[config.mk]
export PLATFORM = sky130hd
export DESIGN_NAME = wb_burst_master
export DESIGN_NICKNAME = d
export VERILOG_FILES = /design/src/rtl/wb_master_pkg.sv /design/src/rtl/wb_ack_timer.sv /design/src/rtl/wb_burst_master.sv
export SDC_FILE = /design/constraint.sdc
export NUM_CORES = 1
export LEC_CHECK = 0
export CAP_MARGIN = 40
export CORE_ASPECT_RATIO = 0.6
export CORE_MARGIN = 2
export CORE_UTILIZATION = 51
export CTS_CLUSTER_DIAMETER = 30
export DETAILED_ROUTE_END_ITERATION = 10
export GPL_ROUTABILITY_DRIVEN = 1
export MAX_ROUTING_LAYER = met4
export PLACE_DENSITY = 0.83
export SLEW_MARGIN = 0
export SYNTH_ARGS = -nofsm -noshare
export SYNTH_HDL_FRONTEND = slang
export SYNTH_SLANG_ARGS = --single-unit
[constraint.sdc]
create_clock -name sys_clk -period 3.1 [get_ports sys_clk]
set_input_delay 0.62 -clock sys_clk [delete_from_list [all_inputs] [get_ports sys_clk]]
set_output_delay 0.62 -clock sys_clk [all_outputs]
set_load 0.1 [all_outputs]
[src/rtl/wb_master_pkg.sv]
// Shared types, bus constants and the data pattern generator for the
// Wishbone burst traffic master.
package wb_master_pkg;

  typedef enum logic [1:0] {
    MODE_WR   = 2'b00,
    MODE_RD   = 2'b01,
    MODE_WRRD = 2'b10
  } mode_e;

  typedef enum logic [2:0] {
    ST_IDLE,
    ST_CHECK,
    ST_WR,
    ST_GAP,
    ST_RD,
    ST_DONE
  } state_e;

  localparam logic [2:0] CTI_INCR = 3'b010;
  localparam logic [2:0] CTI_EOB  = 3'b111;

  function automatic logic [31:0] pattern(input logic [31:0] seed, input logic [15:0] k);
    return seed ^ {k, ~k};
  endfunction

endpackage

[src/rtl/wb_ack_timer.sv]
// Ack watchdog: down-counter reloaded on clear, decremented while enabled,
// expired once it reaches zero (TIMEOUT_CYC-1 enabled cycles after a clear).
module wb_ack_timer #(
  parameter int TIMEOUT_CYC = 1024
) (
  input  logic i_clk,
  input  logic i_rst_n,
  input  logic i_clr,
  input  logic i_en,
  output logic o_expired
);

  localparam int CW = (TIMEOUT_CYC > 2) ? $clog2(TIMEOUT_CYC) : 1;
  localparam logic [CW-1:0] LOAD = CW'(TIMEOUT_CYC - 1);

  logic [CW-1:0] r_cnt;

  always_ff @(posedge i_clk) begin
    if (!i_rst_n) begin
      r_cnt <= LOAD;
    end else if (i_clr) begin
      r_cnt <= LOAD;
    end else if (i_en && (r_cnt != '0)) begin
      r_cnt <= r_cnt - 1'b1;
    end
  end

  assign o_expired = (r_cnt == '0);

endmodule

[src/rtl/wb_burst_master.sv]
// Wishbone burst initiator: seeded-pattern write, read-check or write-then-read
// bursts with mismatch counting and ack timeout. All outputs are registered.
//
// state    | meaning
// ---------+----------------------------------------------------------
// ST_IDLE  | cmd_ready high, waiting for cmd_valid
// ST_CHECK | validate latched command, present beat 0 or flag illegal
// ST_WR    | write burst on the bus, one beat per ack
// ST_GAP   | one idle cycle between write and read phases
// ST_RD    | read burst, each acked beat compared with the pattern
// ST_DONE  | done pulse cycle, status holds
module wb_burst_master
  import wb_master_pkg::*;
#(
  parameter int APP_AW      = 26,
  parameter int MAX_LEN     = 64,
  parameter int TIMEOUT_CYC = 1024,
  localparam int LW         = $clog2(MAX_LEN + 1)
) (
  input  logic              sys_clk,
  input  logic              resetn,
  input  logic              cmd_valid,
  output logic              cmd_ready,
  input  logic [1:0]        cmd_mode,
  input  logic [APP_AW-1:0] cmd_addr,
  input  logic [LW-1:0]     cmd_len,
  input  logic [31:0]       cmd_seed,
  output logic              wb_cyc_o,
  output logic              wb_stb_o,
  output logic              wb_we_o,
  output logic [APP_AW-1:0] wb_addr_o,
  output logic [31:0]       wb_dat_o,
  output logic [3:0]        wb_sel_o,
  output logic [2:0]        wb_cti_o,
  input  logic              wb_ack_i,
  input  logic [31:0]       wb_dat_i,
  output logic              done,
  output logic [15:0]       err_cnt,
  output logic [APP_AW-1:0] first_err_addr,
  output logic              timeout,
  output logic              illegal_cmd
);

  state_e            r_state, w_state_nxt;
  logic [1:0]        r_mode;
  logic [APP_AW-1:0] r_base;
  logic [LW-1:0]     r_len, r_beat;
  logic [31:0]       r_seed;

  logic              w_cyc, w_we, w_done, w_to, w_ill, w_tmr_clr;
  logic [APP_AW-1:0] w_addr, w_ferr, w_next_addr;
  logic [31:0]       w_dat, w_exp_dat;
  logic [2:0]        w_cti, w_first_cti, w_next_cti;
  logic [15:0]       w_err;
  logic [LW-1:0]     w_beat, w_beat_inc;
  logic              w_accept, w_ack, w_last, w_bad_cmd, w_expired;

  assign w_accept    = cmd_valid && cmd_ready;
  assign w_ack       = wb_ack_i && wb_stb_o;
  assign w_last      = (r_beat == r_len - 1'b1);
  assign w_beat_inc  = r_beat + 1'b1;
  assign w_next_addr = r_base + APP_AW'({w_beat_inc, 2'b00});
  assign w_next_cti  = (w_beat_inc == r_len - 1'b1) ? CTI_EOB : CTI_INCR;
  assign w_first_cti = (r_len == LW'(1)) ? CTI_EOB : CTI_INCR;
  assign w_exp_dat   = pattern(r_seed, 16'(r_beat));
  assign w_bad_cmd   = (r_mode == 2'b11) || (r_len == '0) || (r_len > LW'(MAX_LEN));

  wb_ack_timer #(.TIMEOUT_CYC(TIMEOUT_CYC)) u_ack_timer (
    .i_clk     (sys_clk),
    .i_rst_n   (resetn),
    .i_clr     (w_tmr_clr),
    .i_en      (wb_stb_o),
    .o_expired (w_expired)
  );

  always_comb begin
    w_state_nxt = r_state;
    w_cyc       = wb_cyc_o;
    w_we        = wb_we_o;
    w_addr      = wb_addr_o;
    w_dat       = wb_dat_o;
    w_cti       = wb_cti_o;
    w_beat      = r_beat;
    w_done      = 1'b0;
    w_err       = err_cnt;
    w_ferr      = first_err_addr;
    w_to        = timeout;
    w_ill       = illegal_cmd;
    w_tmr_clr   = 1'b0;
    unique case (r_state)
      ST_IDLE: begin
        if (w_accept) begin
          w_state_nxt = ST_CHECK;
          w_err       = '0;
          w_ferr      = '0;
          w_to        = 1'b0;
          w_ill       = 1'b0;
        end
      end
      ST_CHECK: begin
        if (w_bad_cmd) begin
          w_ill       = 1'b1;
          w_done      = 1'b1;
          w_state_nxt = ST_DONE;
        end else begin
          w_state_nxt = (r_mode == MODE_RD) ? ST_RD : ST_WR;
          w_cyc       = 1'b1;
          w_we        = (r_mode == MODE_WR) || (r_mode == MODE_WRRD);
          w_beat      = '0;
          w_addr      = r_base;
          w_dat       = pattern(r_seed, 16'd0);
          w_cti       = w_first_cti;
          w_tmr_clr   = 1'b1;
        end
      end
      ST_WR, ST_RD: begin
        if (w_ack) begin
          w_tmr_clr = 1'b1;
          if ((r_state == ST_RD) && (wb_dat_i != w_exp_dat)) begin
            if (err_cnt == '0) w_ferr = wb_addr_o;
            if (err_cnt != 16'hFFFF) w_err = err_cnt + 16'd1;
          end
          if (w_last) begin
            w_cyc = 1'b0;
            w_we  = 1'b0;
            w_cti = '0;
            if ((r_state == ST_WR) && (r_mode == MODE_WRRD)) begin
              w_state_nxt = ST_GAP;
            end else begin
              w_state_nxt = ST_DONE;
              w_done      = 1'b1;
            end
          end else begin
            w_beat = w_beat_inc;
            w_addr = w_next_addr;
            w_dat  = pattern(r_seed, 16'(w_beat_inc));
            w_cti  = w_next_cti;
          end
        end else if (w_expired) begin
          // Abort skips any remaining beats and the read phase.
          w_cyc       = 1'b0;
          w_we        = 1'b0;
          w_cti       = '0;
          w_to        = 1'b1;
          w_done      = 1'b1;
          w_state_nxt = ST_DONE;
        end
      end
      ST_GAP: begin
        w_state_nxt = ST_RD;
        w_cyc       = 1'b1;
        w_we        = 1'b0;
        w_beat      = '0;
        w_addr      = r_base;
        w_dat       = pattern(r_seed, 16'd0);
        w_cti       = w_first_cti;
        w_tmr_clr   = 1'b1;
      end
      ST_DONE: w_state_nxt = ST_IDLE;
      default: w_state_nxt = ST_IDLE;
    endcase
  end

  always_ff @(posedge sys_clk) begin
    if (!resetn) begin
      r_state        <= ST_IDLE;
      r_mode         <= '0;
      r_base         <= '0;
      r_len          <= '0;
      r_seed         <= '0;
      r_beat         <= '0;
      cmd_ready      <= 1'b0;
      wb_cyc_o       <= 1'b0;
      wb_stb_o       <= 1'b0;
      wb_we_o        <= 1'b0;
      wb_addr_o      <= '0;
      wb_dat_o       <= '0;
      wb_sel_o       <= '0;
      wb_cti_o       <= '0;
      done           <= 1'b0;
      err_cnt        <= '0;
      first_err_addr <= '0;
      timeout        <= 1'b0;
      illegal_cmd    <= 1'b0;
    end else begin
      r_state <= w_state_nxt;
      if (w_accept) begin
        r_mode <= cmd_mode;
        r_base <= cmd_addr & ~APP_AW'(3);
        r_len  <= cmd_len;
        r_seed <= cmd_seed;
      end
      r_beat         <= w_beat;
      cmd_ready      <= (w_state_nxt == ST_IDLE);
      wb_cyc_o       <= w_cyc;
      wb_stb_o       <= w_cyc;
      wb_we_o        <= w_we;
      wb_addr_o      <= w_addr;
      wb_dat_o       <= w_dat;
      wb_sel_o       <= w_cyc ? 4'hF : 4'h0;
      wb_cti_o       <= w_cti;
      done           <= w_done;
      err_cnt        <= w_err;
      first_err_addr <= w_ferr;
      timeout        <= w_to;
      illegal_cmd    <= w_ill;
    end
  end

endmodule

==> impl_summary.md <==
Global routing
The initial antenna violation count is 0. The first global-routing pass estimated approximately 41 mm of wire. The via count of the first global-routing pass is around 8,000. The final global-route overflow total is 0. For this run, the total global-route usage over all layers was measured as approximately 27%. The pin count of the biggest net entering global routing is 123.

STA
Setup repair after global routing left no endpoint under its margin. The worst pin sits at a relative slew slack of approximately 48%. In the finished design, the share of the clock period the worst path needs comes to between 90% and 100%.

The slew at the pin with the worst max-slew slack is 771 ps. Setup violations remaining at the end of the flow were counted as 0. The final hold slack is ~460 ps. Summed over all failing endpoints, the final setup total negative slack is 0 ps. The max-slew violation count is 0.

The post-layout minimum cycle time is approximately 2900 ps. The maximum clock frequency is about 0.34 GHz. The hold violation count in the final report came to 0. The final clock skew is around 20 ps.

Layout
The post-route non-filler standard cell count is between 1,500 and 2,000. Of the cells placed in the final design, the portion with a size suffix greater than 1 is roughly 15%. The count of fill cells added during filler insertion is 1,513.

The top cell types in the final layout, fill and taps aside, are 273 x nand2_1, 188 x dfxtp_1, 131 x buf_4. The final design utilization is between 60% and 70%. The repair_antennas step left the layout with diodes totalling 0.

The most common cell after layout, fill and taps aside is nand2_1. In the final design database the tool counted about 1,400 nets. The finished cells cover between 10,000 and 15,000 um^2. The area growth from synthesis to layout is 28.3%.

Clocking
The TritonCTS sink count is roughly 190. The maximum clock path buffer count is 2. After clock tree synthesis, the clock-pin slew on the worst setup and hold paths is around 80 ps.

The root buffer cell is clkbuf_16. Clock latency on the worst-skew pair, taken at its later pin, is between 400 and 500 ps. The TritonCTS clock tree is yes. In this run, post-CTS hold repair placed 0 buffers. The H-tree was split into 4 levels. The number of buffers inserted during clock tree synthesis is 17.

Routing
In the final routed layout, each cell accounts on average for around 17 um. In this run the remaining antenna-violating nets after routing total 0. The routed via count divided by cell count is around 5.5. The final wirelength is 25.8 mm.

For this block, the via count after detailed routing is 8,496. In the routed design, unresolved DRC markers number 0. The first detailed-routing pass ran for 5 iterations. The number of design-rule violations left by the first detailed-router iteration is around 650.

Synth
Of the synthesized area, sequential elements account for between 40% and 50%. In this run, synthesis produced a sequential element count of around 190. For this run, the number of Yosys warnings is 0. The mean cell area of the mapped netlist is ~8.4 um^2. For this run, the leading register cell type out of synthesis is dfxtp_1. The number of synthesized flops with an enable pin is 0. The post-synthesis async set-or-reset flop share is 0%. Counting every instance in the synthesized netlist gives 1,118.

After synthesis the cells add up to roughly 9400 um^2. The count of different cell masters after synthesis is approximately 60.

Critical path
The worst setup path is launched from a flip-flop. The worst setup path is of the reg -> reg kind. The endpoint kind of the worst setup timing path is a flip-flop. For the worst setup path, the data required time is ~3500 ps. The largest fanout on the critical path is 5. At the worst endpoint, the arrival time is roughly 3300 ps.

Floorplanning
The area of the core is 18,100 um^2. In this run the core area contains 38 standard-cell rows. approximately 220 I/O pins were placed.

The effective utilization at floorplan is about half. In this run the vertical extent of the chip is 109 um. The floorplan step defined a die boundary enclosing about 20,000 um^2. In this run the horizontal extent of the chip is between 150 and 200 um.

Placement
The count of input and output buffers is 210. The placed instances occupy a cell area of between 10,000 and 15,000 um^2. The number of cells in the design after placement is roughly 1,500. The placed wire-length estimate after detailed placement is 18.5 mm.

Routability-driven placement finished with a final weighted congestion of between 0.9 and 1.

Run status
The flow ran to the end, and the final reports show no timing, DRC or antenna violations.

Power
In this run the power density over the cells is 520 nW/um^2. The leakage power total is approximately 5.0 nW. Across the VDD grid, the largest voltage drop is 0.000296 V.

Flow run
Across the run, the number of max-cap violations was 0.

Hold path
The class of the tightest hold or removal check is reg -> reg.
==> area by class of cell <==
| class | instances | area, um^2 | share of cell area [%] |
|---|---|---|---|
| Multi-Input combinational cell | 834 | 5160 | 42.9 |
| Sequential cell | 189 | 3780 | 31.4 |
| Timing Repair Buffer | 236 | 2090 | 17.4 |
| Clock buffer | 17 | 425 | 3.53 |
| Tap cell | 240 | 300 | 2.49 |
| Clock inverter | 15 | 195 | 1.62 |
| Inverter | 21 | 78.8 | 0.655 |
==> path summary, 6_finish.rpt <==
check | from | end | slack (ps) | depth (start not counted)
setup reg to reg | r_len[1] | r_state[1] | 190 | 10
hold / removal | first_err_addr[20] | first_err_addr[20] | 460 | 2
setup / recovery | r_len[1] | r_state[1] | 190 | 10
hold reg to reg | first_err_addr[20] | first_err_addr[20] | 460 | 2
==> metrics by stage <==
step	power [mW]	setup WS (ps)
floorplan	3.69	119
global placement	4.07	63.6
detailed placement	4.09	52.5
CTS	6.29	167
global route	6.50	6.81
finish	6.26	188
==> routing by layer <==
metal  part of all wire [%]  global-route usage [%]  wire, um
met2                     44                    41.0     11400
met5                      0                       -         0
met3                    8.7                    7.04      2240
met1                     47                    37.0     12000
met4                   0.64                    6.22       166
==> cell families (layout without fill, tap and decap cells) <==
| logic type | count (synthesis) | after routing | share of synthesized area, % |
|---|---|---|---|
| and+or+nand+nor | 486 | 486 | 23.9 |
| AOI/OAI and AO/OA | 198 | 198 | 15.7 |
| DFF | 189 | 189 | 40.3 |
| xor gates and xnor gates | 102 | 102 | 9.66 |
| buffers and inverters | 98 | 289 | 5.20 |
| muxes | 28 | 28 | 2.99 |
| adders and majority gates | 16 | 16 | 2.21 |
| other | 1 | 4 | 0.0399 |
==> Yosys cell counts, types with 14 or more instances <==
library cell	instances	area [um^2]
ha_1	15	188
nand4_1	17	106
o211a_1	21	210
nor3_1	14	70.1
a21oi_1	35	175
xnor2_1	52	455
a21boi_0	74	556
dfxtp_1	189	3780
clkbuf_1	46	173
xor2_1	49	429
inv_1	21	78.8
nand2_1	274	1030
nor2_1	39	146
or3_1	15	93.8
nand3_1	59	295
mux2i_1	28	280
==> power by group <==
part | total [mW] | switching [mW] | internal [mW] | leakage (nW)
Clock | 2.22 | 1.12 | 1.10 | 0.294
Sequential | 2.66 | 0.119 | 2.54 | 1.53
Combinational | 1.38 | 0.922 | 0.456 | 3.13
Total | 6.26 | 2.16 | 4.10 | 4.95
==> flip-flops by register name, indices dropped and copies added (netlist names), named ones only <==
register	count
u_ack_timer.r_cnt	10
r_beat	7
first_err_addr	24
done	1
r_state	3
wb_dat_o	32
r_mode	2
r_seed	32
wb_addr_o	24
cmd_ready	1
timeout	1
illegal_cmd	1
err_cnt	16
wb_we_o	1
wb_cti_o	2
r_base	24
r_len	7
==> critical path: stages, from the launching register on <==
cell and delay (ps):
dfxtp_1 400, inv_1 100, ha_1 240, xor2_2 180
xor2_1 160, or3_1 360, or4_1 560, buf_4 200
and2_1 180, or3_1 390, nand3_1 70
==> repair_timing <==
action                     4_1_cts  5_1_grt
setup endpoints to repair        0       20
setup buffers                    0        1
resized for setup                0        5
(Power assumes the default switching activity.)
==> variant, RTL diff (same settings) <==
Re-encode `state_e` (6 states) as one-hot, 6 bits wide.
--- a/src/rtl/wb_master_pkg.sv
+++ b/src/rtl/wb_master_pkg.sv
@@ -8,13 +8,13 @@
     MODE_WRRD = 2'b10
   } mode_e;
 
-  typedef enum logic [2:0] {
-    ST_IDLE,
-    ST_CHECK,
-    ST_WR,
-    ST_GAP,
-    ST_RD,
-    ST_DONE
+  typedef enum logic [5:0] {
+    ST_IDLE  = 6'b000001,
+    ST_CHECK = 6'b000010,
+    ST_WR    = 6'b000100,
+    ST_GAP   = 6'b001000,
+    ST_RD    = 6'b010000,
+    ST_DONE  = 6'b100000
   } state_e;
 
   localparam logic [2:0] CTI_INCR = 3'b010;
Behaviour: same outputs for any inputs over 4 cycles, from zero or initial values and one cycle with resetn low; so few cycles prove little.
==> variant against the original RTL <==
Global-route usage grew 1.1 points. Sequential cell count up 3. Synthesized area grew 0.53%. Cell area up 0.58%. Wire length grew 6.8%. Setup slack worse by 0.019 ns.
Power is not compared: it rests on default switching activity, and its combinational part moved more than twofold at a synthesized area within 25%.
==> variant: results (changes against the original RTL) <==
first_pass_iters: 7  # +2
max-slew-margin-rel_pct: 35.4  # -13 points
grt_pass1_vias: 8289  # +4.7%
status: "completed"
synthTopCellsByCount: "238 x nand2_1, 192 x dfxtp_1, 119 x a21oi_1"
synth_area_leaders: "dfxtp_1 41%, nand2_1 9.5%, a21oi_1 6.3%, xnor2_1 5.1%, xor2_1 3.9%"
gp_congestion: 0.933  # +3.5%
grt_max_degree: 71  # -42%
min_to: "wb_dat_o[0]"
antenna_found_initial: 0  # unchanged
synth_sequential_area_ratio_pct: 40.7  # +0.42 points
critPathArrivalTime_ns: 3.29  # +0.02 ns
grt_usage_pct: 28.4  # +1.1 points
clkTransAtPathRegs_ns: 0.08  # about the same
ys_warn_count: 0  # unchanged
vias: 9023  # +6.2%
drive_above_1_share_pct: 15.5  # +0.58 points
dp_hpwl_um: 20000  # +8.3%
synth_compound_area_share_pct: 14.9  # -0.80 points
whs_ns: 0.461  # -0.00336 ns
grt_pass1_wl_um: 43100  # +5.5%
synthMuxAreaShare_pct: 2.76  # -0.23 points
htree_levels: 4  # unchanged
hp-start: "wb_dat_o[0]"
layout.nets: 1471  # +3.7%
ff2ff_setup_slack_ns: 0.17  # -0.02 ns
cts-root-buf: "clkbuf_16"
drt_iter0_drc: 866  # +32%
async_flop_share_pct: 0  # unchanged
synth_cell_types: 74  # +25%
r2r_cells: 12  # +2
synthFlopType: "dfxtp_1"
synth_fa_ha_area_share_pct: 2.07  # -0.14 points
post_drt_wl_per_cell_um: 17.2  # +3.2%
crit_path_max_fanout: 15  # +10
finalClockSkew_ns: 0.0128  # -0.00721 ns
r2r_end: "wb_addr_o[22]"
timing.rr.start: "r_beat[1]"
synthXorXnorAreaFrac_pct: 9.24  # -0.42 points
[variant: cell count changes in the layout (fill, tap and decap cells not counted), sizes merged, moves of 8 or more]
cell / change
nand2: -35
and3: +12
or4: -8
o21ai: +11
buf: +11
a211oi: +11
o211a: -21
a21oi: +85
nor2: +43
a21boi: -77
[variant: layer usage]
layer | global-route usage [%] | vias up | routed length (um)
li1 | - | 4384 | -
met1 | 39.3 | 4189 | 12700
met2 | 41.5 | 411 | 11700
met3 | 7.62 | 39 | 2830
met4 | 6.91 | 0 | 379
met5 | - | - | 0
[variant: worst max-delay path: stages (launching register included)]
cell,delay [ns]
dfxtp_1,0.39
and3_1,0.18
nand3_1,0.09
xor2_1,0.33
inv_1,0.18
ha_1,0.36
o21ai_0,0.27
a211oi_2,0.14
and3_1,0.20
buf_4,0.17
and4_1,0.19
xnor2_1,0.12
a211oi_1,0.23
[variant: power groups by stage]
stage / Combinational, uW / Sequential (uW) / Clock [uW]
final: 607 / 2570 / 2200
after global routing: 653 / 2580 / 2320
after global placement: 586 / 2630 / 0
after floorplan: 322 / 2670 / 0
after detailed placement: 598 / 2630 / 0
after CTS: 604 / 2570 / 2210
[variant: worst max-delay path by stage]
stage	from	to
after detailed placement	wb_dat_i[15]	first_err_addr[20]
after CTS	r_beat[1]	wb_addr_o[22]
after floorplan	r_beat[1]	wb_addr_o[14]
final	r_beat[1]	wb_addr_o[22]
after global placement	wb_dat_i[15]	first_err_addr[16]
after global routing	r_beat[1]	wb_addr_o[16]
[variant: cells by family (layout without fill, tap and decap cells)]
kind of cell,count (synthesis),in the layout
multiplexers,26,26
AND/OR/NAND/NOR,506,506
XOR/XNOR,98,98
AO/OA/AOI/OAI,228,228
adder cells (fa/ha/maj),15,15
buffers and inverters,98,297
flip-flops,192,192
other,1,4
[variant: area by class of cell]
cell class	instances	area, um2
clock buffers	18	429
clock inverters	14	165
fillers	1480	6000
inverters	18	70.1
multi-input cells	877	5150
flip-flops and latches	192	3840
well taps	240	300
repair buffers	247	2150
[variant: through the flow]
stage	cell area (um2)	setup slack [ns]	cells
finish	12100	0.169	1606
global route	12100	-0.00702	1606
CTS	12100	0.139	1605
detailed placement	11500	-0.0784	1573
global placement	11500	-0.0826	1573
floorplan	9450	0.141	1167
[variant: what timing repair did]
item,CTS,global route
setup buffers,0,1
resized for setup,0,3
setup endpoints to repair,0,14
